### src/rtl/serial_adder.sv
// serial_adder: bit-serial adder, one full-add per clock, LSB first.
// Ports:
//   clk, rst_n    - clock, async active-low reset
//   start         - begin an addition (sampled in IDLE or DONE)
//   a, b, cin     - operands and carry-in, captured on accept
//   busy          - high while bits are being added
//   done          - one-cycle pulse when sum/cout are updated
//   sum, cout     - registered result of a+b+cin
module serial_adder #(
    parameter int WIDTH = 8
) (
    input  logic             clk,
    input  logic             rst_n,
    input  logic             start,
    input  logic [WIDTH-1:0] a,
    input  logic [WIDTH-1:0] b,
    input  logic             cin,
    output logic             busy,
    output logic             done,
    output logic [WIDTH-1:0] sum,
    output logic             cout
);

    localparam int CW = $clog2(WIDTH + 1);

    typedef enum logic [1:0] {
        IDLE = 2'd0,
        ADD  = 2'd1,
        DONE = 2'd2
    } state_t;

    state_t state;
    state_t state_nx;

    // acc holds the unprocessed bits of A in its low end and collects
    // sum bits at its MSB; after WIDTH shifts it is the full sum.
    logic [WIDTH-1:0] acc;
    logic [WIDTH-1:0] acc_nx;
    logic [WIDTH-1:0] opb;
    logic             carry;
    logic [CW-1:0]    cnt;

    logic s_bit;
    logic c_bit;
    logic last;
    logic capture;

    assign s_bit = acc[0] ^ opb[0] ^ carry;
    assign c_bit = (acc[0] & opb[0])
                 | (acc[0] & carry)
                 | (opb[0] & carry);

    assign acc_nx = (acc >> 1)
                  | (WIDTH'(s_bit) << (WIDTH - 1));

    assign last = (cnt == CW'(WIDTH - 1));

    // DONE accepts a new start directly so back-to-back runs
    // cost only one extra cycle per result.
    assign capture = start &&
                     ((state == IDLE) || (state == DONE));

    // State register
    always_ff @(posedge clk or negedge rst_n) begin
        if (!rst_n) begin
            state <= IDLE;
        end else begin
            state <= state_nx;
        end
    end

    // Next-state logic
    always_comb begin
        state_nx = state;
        unique case (state)
            IDLE:    state_nx = start ? ADD : IDLE;
            ADD:     state_nx = last ? DONE : ADD;
            DONE:    state_nx = start ? ADD : IDLE;
            default: state_nx = IDLE;
        endcase
    end

    // Outputs decoded from state only
    always_comb begin
        busy = 1'b0;
        done = 1'b0;
        unique case (1'b1)
            (state == ADD):  busy = 1'b1;
            (state == DONE): done = 1'b1;
            default: ;
        endcase
    end

    // Datapath
    always_ff @(posedge clk or negedge rst_n) begin
        if (!rst_n) begin
            acc   <= '0;
            opb   <= '0;
            carry <= 1'b0;
            cnt   <= '0;
            sum   <= '0;
            cout  <= 1'b0;
        end else if (capture) begin
            acc   <= a;
            opb   <= b;
            carry <= cin;
            cnt   <= '0;
        end else if (state == ADD) begin
            acc   <= acc_nx;
            opb   <= opb >> 1;
            carry <= c_bit;
            cnt   <= cnt + CW'(1);
            if (last) begin
                sum  <= acc_nx;
                cout <= c_bit;
            end
        end
    end

endmodule

### config.mk
export PLATFORM = sky130hd
export DESIGN_NAME = serial_adder
export DESIGN_NICKNAME = d
export VERILOG_FILES = /design/src/rtl/serial_adder.sv
export SDC_FILE = /design/constraint.sdc
export NUM_CORES = 1
export LEC_CHECK = 0
export ABC_AREA = 0
export CORE_UTILIZATION = 50
export CTS_BUF_LIST = sky130_fd_sc_hd__clkbuf_4 sky130_fd_sc_hd__clkbuf_8
export DETAILED_ROUTE_END_ITERATION = 12
export GPL_TIMING_DRIVEN = 0
export PLACE_DENSITY = 0.81
export SLEW_MARGIN = 20
export SYNTH_ARGS = -nofsm -noshare
export SYNTH_HDL_FRONTEND = slang
export SYNTH_SLANG_ARGS = --single-unit
### constraint.sdc
create_clock -name clk -period 1.81 [get_ports clk]
set_clock_uncertainty 0.15 [all_clocks]
set_input_delay 0.543 -clock clk [delete_from_list [all_inputs] [get_ports clk]]
set_output_delay 0.543 -clock clk [all_outputs]
set_load 0.01 [all_outputs]
### Yosys cells after proc, flatten, opt, wreduce, memory -nomap -nowiden

Cells that the tools add are included.

| operators by class | value |
|---|---|
| equal/unequal tests | 3 |
| bitwise logic cells | 9 |
| muxes and demuxes | 13 |
| reduce and logical (&&, ||, !) cells | 6 |
| add/sub/neg operators | 1 |

Operators with widths:

| cell | count |
|---|---|
| 8-bit 2-to-1 mux | 4 |
| 4-bit 2-to-1 mux | 2 |
| 7-bit by 8-bit OR with 8-bit output | 1 |
| 1-bit 2-to-1 mux | 5 |
| 4-bit by 1-bit adder with 4-bit output (second input constant) | 1 |
| 4-bit by 3-bit equality test with 1-bit output (second input constant) | 1 |
| 2-bit one-hot mux with 2 select lines | 1 |
| 1-bit AND | 3 |
| 3-bit AND reduction | 1 |
| 2-bit by 1-bit equality test with 1-bit output (second input constant) | 1 |
| 2-bit equality test (second input constant) | 1 |
| 2-bit zero test | 1 |
| 2-bit 2-to-1 mux | 1 |
| 1-bit OR | 2 |
| 2-bit nonzero test | 1 |
| 2-bit OR reduction | 1 |
| 1-bit bitwise XOR | 2 |
| 1-bit logical AND | 1 |
| 1-bit logical OR | 1 |
| 1-bit NOT | 1 |

| word-level totals | value |
|---|---|
| output and inout bits | 11 |
| register bits after elaboration | 32 |
| logic and storage cells | 39 |
| input port bits | 20 |

### Depth between registers and ports, before layout

| depth | value |
|---|---|
| depth in word-level cells | 5 |
| mapped depth | 6 |
| gate-level depth less buffers | 4 |

### Worst setup path after synthesis

No wires, ideal clock.

| timing path | value |
|---|---|
| kind | register to output |
| start | reg state[1] |
| end | out busy |
| slack | 0.179 ns |
| arrival | 0.938 ns |
| data required time | 1.117 ns |
| path buffers | 2 |
| cell stages (with the launch flop) | 5 |
| path through | dfrtp_1 -> nand2b_1 -> buf_6 -> inv_1 -> buf_2 |

| between the ends | value |
|---|---|
| cells in the longest elaborated chain, start to end | 2 |

Ends and longest elaborated chain:

| item | RTL line | text |
|---|---|---|
| start, declared | 32 | `state_t state;` |
| start signal, assigned | 68 | `state <= state_nx;` |
| 2-bit by 1-bit equality test with 1-bit output | 88 | `(state == ADD): busy = 1'b1;` |
| 1-bit 2-to-1 mux | 87 | `unique case (1'b1)` |
| end, declared | 18 | `output logic busy,` |

No other way between the ends.

### Final worst setup path

| timing path | value |
|---|---|
| start | reg state[0] |
| end | out busy |

Same word-level chain as after synthesis.

==> load_flow_metrics.sql <==
INSERT INTO impl_metrics (metric_group, metric, value, unit) VALUES
('floorplan', 'die_x', '54.61', 'um'),
('logic_synthesis', 'ys.flop_type', 'sky130_fd_sc_hd__dfrtp_1', ''),
('logic_synthesis', 'synth_top_cell_area_share', '57.87', '%'),
('power', 'vdd_drop_max', '1201', 'uV'),
('logic_synthesis', 'netlist.top_cell.by_area', 'sky130_fd_sc_hd__dfrtp_1', ''),
('route', 'total_wirelength', '2933', 'um'),
('logic_synthesis', 'synth_compound_gate_area_share', '9.403', '%'),
('logic_synthesis', 'avgSynthCellArea', '10.81', 'um2'),
('final_layout', 'fillerInstances', '220', ''),
('logic_synthesis', 'synthTopCellsByArea', 'sky130_fd_sc_hd__dfrtp_1, sky130_fd_sc_hd__mux2_2, sky130_fd_sc_hd__nand2_1', ''),
('sta', 'final-hold-violation-count', '0', ''),
('floorplan', 'io_pins', '31', ''),
('critical_path', 'cp.buffers_inverters', '2', ''),
('clock_tree', 'tritoncts', 'yes', ''),
('floorplan', 'core', '2545', 'um2'),
('logic_synthesis', 'synthesis.area', '1384', 'um2'),
('placed_design', 'post_dp_cell_area', '1717', 'um2'),
('logic_synthesis', 'portion_of_the_post_synthesis_area_used_by_sequential_elements', '57.87', '%'),
('route', 'postRouteAntennaNets', '0', ''),
('route', 'detail_route.drc_violations', '0', ''),
('placed_design', 'dpl.hpwl', '2048', 'um'),
('logic_synthesis', 'synthAdderAreaFrac', '2.351', '%'),
('clock_tree', 'max-clock-path-buffers', '2', ''),
('global_route', 'grt_pass1_vias', '999', ''),
('route', 'vias', '1095', ''),
('critical_path', 'critical-path-slowest-cell', 'sky130_fd_sc_hd__dfrtp_2', ''),
('final_layout', 'antenna_cells_inserted', '0', ''),
('logic_synthesis', 'synth_xor_area_share', '0.6329', '%'),
('sta', 'rsz_0062_raised_after_global_routing', 'yes', ''),
('floorplan', 'floorplan.die_area', '2982', 'um2'),
('final_layout', 'layout.cells.non_filler', '199', ''),
('floorplan', 'row_count', '18', ''),
('final_layout', 'fin_area', '1819', 'um2'),
('placed_design', 'finalWeightedCongestion', '0.7777', ''),
('route', 'viasPerCell', '5.503', ''),
('sta', 'finalCriticalPeriod', '1.749', 'ns'),
('critical_path', 'timing.critical_path.max_delay_family', 'flip-flops', ''),
('critical_path', 'rrSetupSlack', '0.10', 'ns'),
('sta', 'clock.fmax', '571.7', 'MHz'),
('critical_path', 'crit_fanout', '5', ''),
('critical_path', 'critPathLaunchType', 'register', ''),
('floorplan', 'die-height', '54.61', 'um'),
('critical_path', 'slowest_delay', '0.45', 'ns'),
('sta', 'maxSlewHeadroom', '53.82', '%'),
('logic_synthesis', 'synth.net_count', '150', ''),
('global_route', 'all_layer_gr_usage', '22.74', '%'),
('logic_synthesis', 'synth_enable_flop_cells', '0', ''),
('power', 'power_per_cell_area', '1742', 'nW/um2'),
('status', 'status', 'completed', ''),
('floorplan', 'floorplan.initialDensity', '54.38', '%'),
('final_layout', 'final_layout_size_suffix_gt1_share', '20.71', '%'),
('critical_path', 'critical_path.cell_chain', 'nand2b_4, clkinv_4, buf_6', ''),
('logic_synthesis', 'post_synth_mux_area_share', '9.584', '%'),
('power', 'total_leakage_power', '0.8492', 'nW'),
('final_layout', 'fin_util', '71.48', '%'),
('critical_path', 'setup.worst_path.class', 'reg -> out', ''),
('sta', 'post-route-period-util', '96.63', '%'),
('logic_synthesis', 'netlist-cell-type-count', '25', ''),
('global_route', 'grt_first_pass_wirelength', '4526', 'um'),
('placed_design', 'placed_cells', '188', ''),
('route', 'dr.pass1.iters', '4', ''),
('final_layout', 'areaGrowthSynthToFinish', '31.46', '%'),
('placed_design', 'portBuffers', '30', ''),
('logic_synthesis', 'yosys_warnings', '0', ''),
('critical_path', 'rr_worst_depth', '5', ''),
('clock_tree', 'cts_inserted_buffers', '5', ''),
('global_route', 'initial_antenna_violation_count', '0', ''),
('critical_path', 'worst_r2r_endpoint', 'sum[7]', ''),
('critical_path', 'crit-reg2reg-launch', 'cnt[0]', ''),
('logic_synthesis', 'simple_gate_area_share_of_the_yosys_netlist', '16.91', '%'),
('logic_synthesis', 'flop_and_latch_count_out_of_synthesis', '32', '');
synth_stat cells, types with 2 or more instances:
| master | count |
|---|---|
| sky130_fd_sc_hd__a22oi_1 | 6 |
| sky130_fd_sc_hd__nand2_1 | 28 |
| sky130_fd_sc_hd__a22o_1 | 2 |
| sky130_fd_sc_hd__nand3_1 | 6 |
| sky130_fd_sc_hd__a31oi_1 | 9 |
| sky130_fd_sc_hd__buf_2 | 3 |
| sky130_fd_sc_hd__mux2_2 | 10 |
| sky130_fd_sc_hd__dfrtp_1 | 32 |
| sky130_fd_sc_hd__mux2i_1 | 2 |
| sky130_fd_sc_hd__nand2b_1 | 2 |
| sky130_fd_sc_hd__nor2_1 | 12 |
| sky130_fd_sc_hd__clkbuf_1 | 3 |
how the worst max path moves through the flow:
stage	startpoint	end	cells past startpoint
global placement	rst_n	acc[4]	1
detailed placement	state[1]	busy	5
floorplan	state[1]	busy	4
CTS	state[1]	busy	5
global route	state[0]	busy	3
finish	state[0]	busy	3
cells in the final DEF, fill, tap and decap left out, types with 2 or more instances in the layout:
cell                              Yosys  final
sky130_fd_sc_hd__clkdlybuf4s50_1      0     18
sky130_fd_sc_hd__dfrtp_1             32     31
sky130_fd_sc_hd__nand3_1              6      6
sky130_fd_sc_hd__clkbuf_2             0      3
sky130_fd_sc_hd__a22o_1               2      2
sky130_fd_sc_hd__nor2_1              12     12
sky130_fd_sc_hd__mux2i_1              2      2
sky130_fd_sc_hd__a22oi_1              6      6
sky130_fd_sc_hd__dlygate4sd2_1        0      9
sky130_fd_sc_hd__buf_4                0      4
sky130_fd_sc_hd__mux2_2              10     10
sky130_fd_sc_hd__buf_2                3      4
sky130_fd_sc_hd__clkbuf_4             0      7
sky130_fd_sc_hd__a31oi_1              9      9
sky130_fd_sc_hd__nand2_1             28     28
power breakdown:
part | internal (mW) | switching, mW | leakage [nW]
sequential | 1.07 | 0.242 | 0.389
clock | 0.222 | 0.228 | 0.0394
combinational | 0.698 | 0.708 | 0.421
repair_timing:
action	in CTS	in global routing
pin swaps	1	0
hold endpoints to repair	0	0
gates cloned	0	0
setup buffers	4	1
gates resized for setup	23	8
endpoints found under the setup margin	20	9
state kept, by name (all words and copies together) (netlist names):
| signal | flops |
|---|---|
| acc | 8 |
| opb | 8 |
| sum | 8 |
| cnt | 4 |
| state | 2 |
| carry | 1 |
| cout | 1 |
worst register-to-register path: stages (launching register included):
cell	delay (ns)
sky130_fd_sc_hd__dfrtp_1	0.40
sky130_fd_sc_hd__ha_1	0.21
sky130_fd_sc_hd__nand2_1	0.11
sky130_fd_sc_hd__nor3_4	0.23
sky130_fd_sc_hd__buf_4	0.17
sky130_fd_sc_hd__mux2_2	0.33
cells by family (layout without fill, tap and decap cells):
family | Yosys count | after routing
flops | 32 | 32
mux | 12 | 12
compound gates | 19 | 19
buf+inv | 9 | 50
fa+ha+maj | 2 | 2
simple gates | 53 | 53
xor+xnor | 1 | 1
through the flow:
| stage | hold WS [ns] | TNS (ns) | setup slack (ns) | power, mW |
|---|---|---|---|---|
| finish | 0.1047 | 0 | 0.06095 | 3.169 |
| global route | 0.1336 | 0 | 0.001324 | 3.404 |
| CTS | 0.1211 | -0.1131 | -0.1131 | 3.222 |
| detailed placement | 0.3436 | -5.237 | -0.4810 | 2.719 |
| global placement | 0.3357 | -20.95 | -0.5123 | 2.632 |
| floorplan | 0.09741 | 0 | 0.1789 | 2.176 |
area by class of cell:
type / count / area [um2] / area share, %
tap: 30 / 37.54 / 2.063
multi-input combinational: 87 / 545.5 / 29.99
sequential: 32 / 802.0 / 44.09
clock buffer: 8 / 66.31 / 3.645
inverter: 1 / 8.758 / 0.4814
timing repair buffer: 35 / 330.3 / 18.16
buffer: 6 / 28.78 / 1.582
metal layers:
layer	vias up	routed length [um]	share of wire (%)	global-route usage, %
met5	-	0	0	0
met4	0	31	1.1	7.692
met3	4	153	5.2	7.500
met2	33	1466	50	36.14
met1	539	1282	44	28.93
li1	519	-	-	-
No activity file was read; power rests on OpenSTA's default activity.
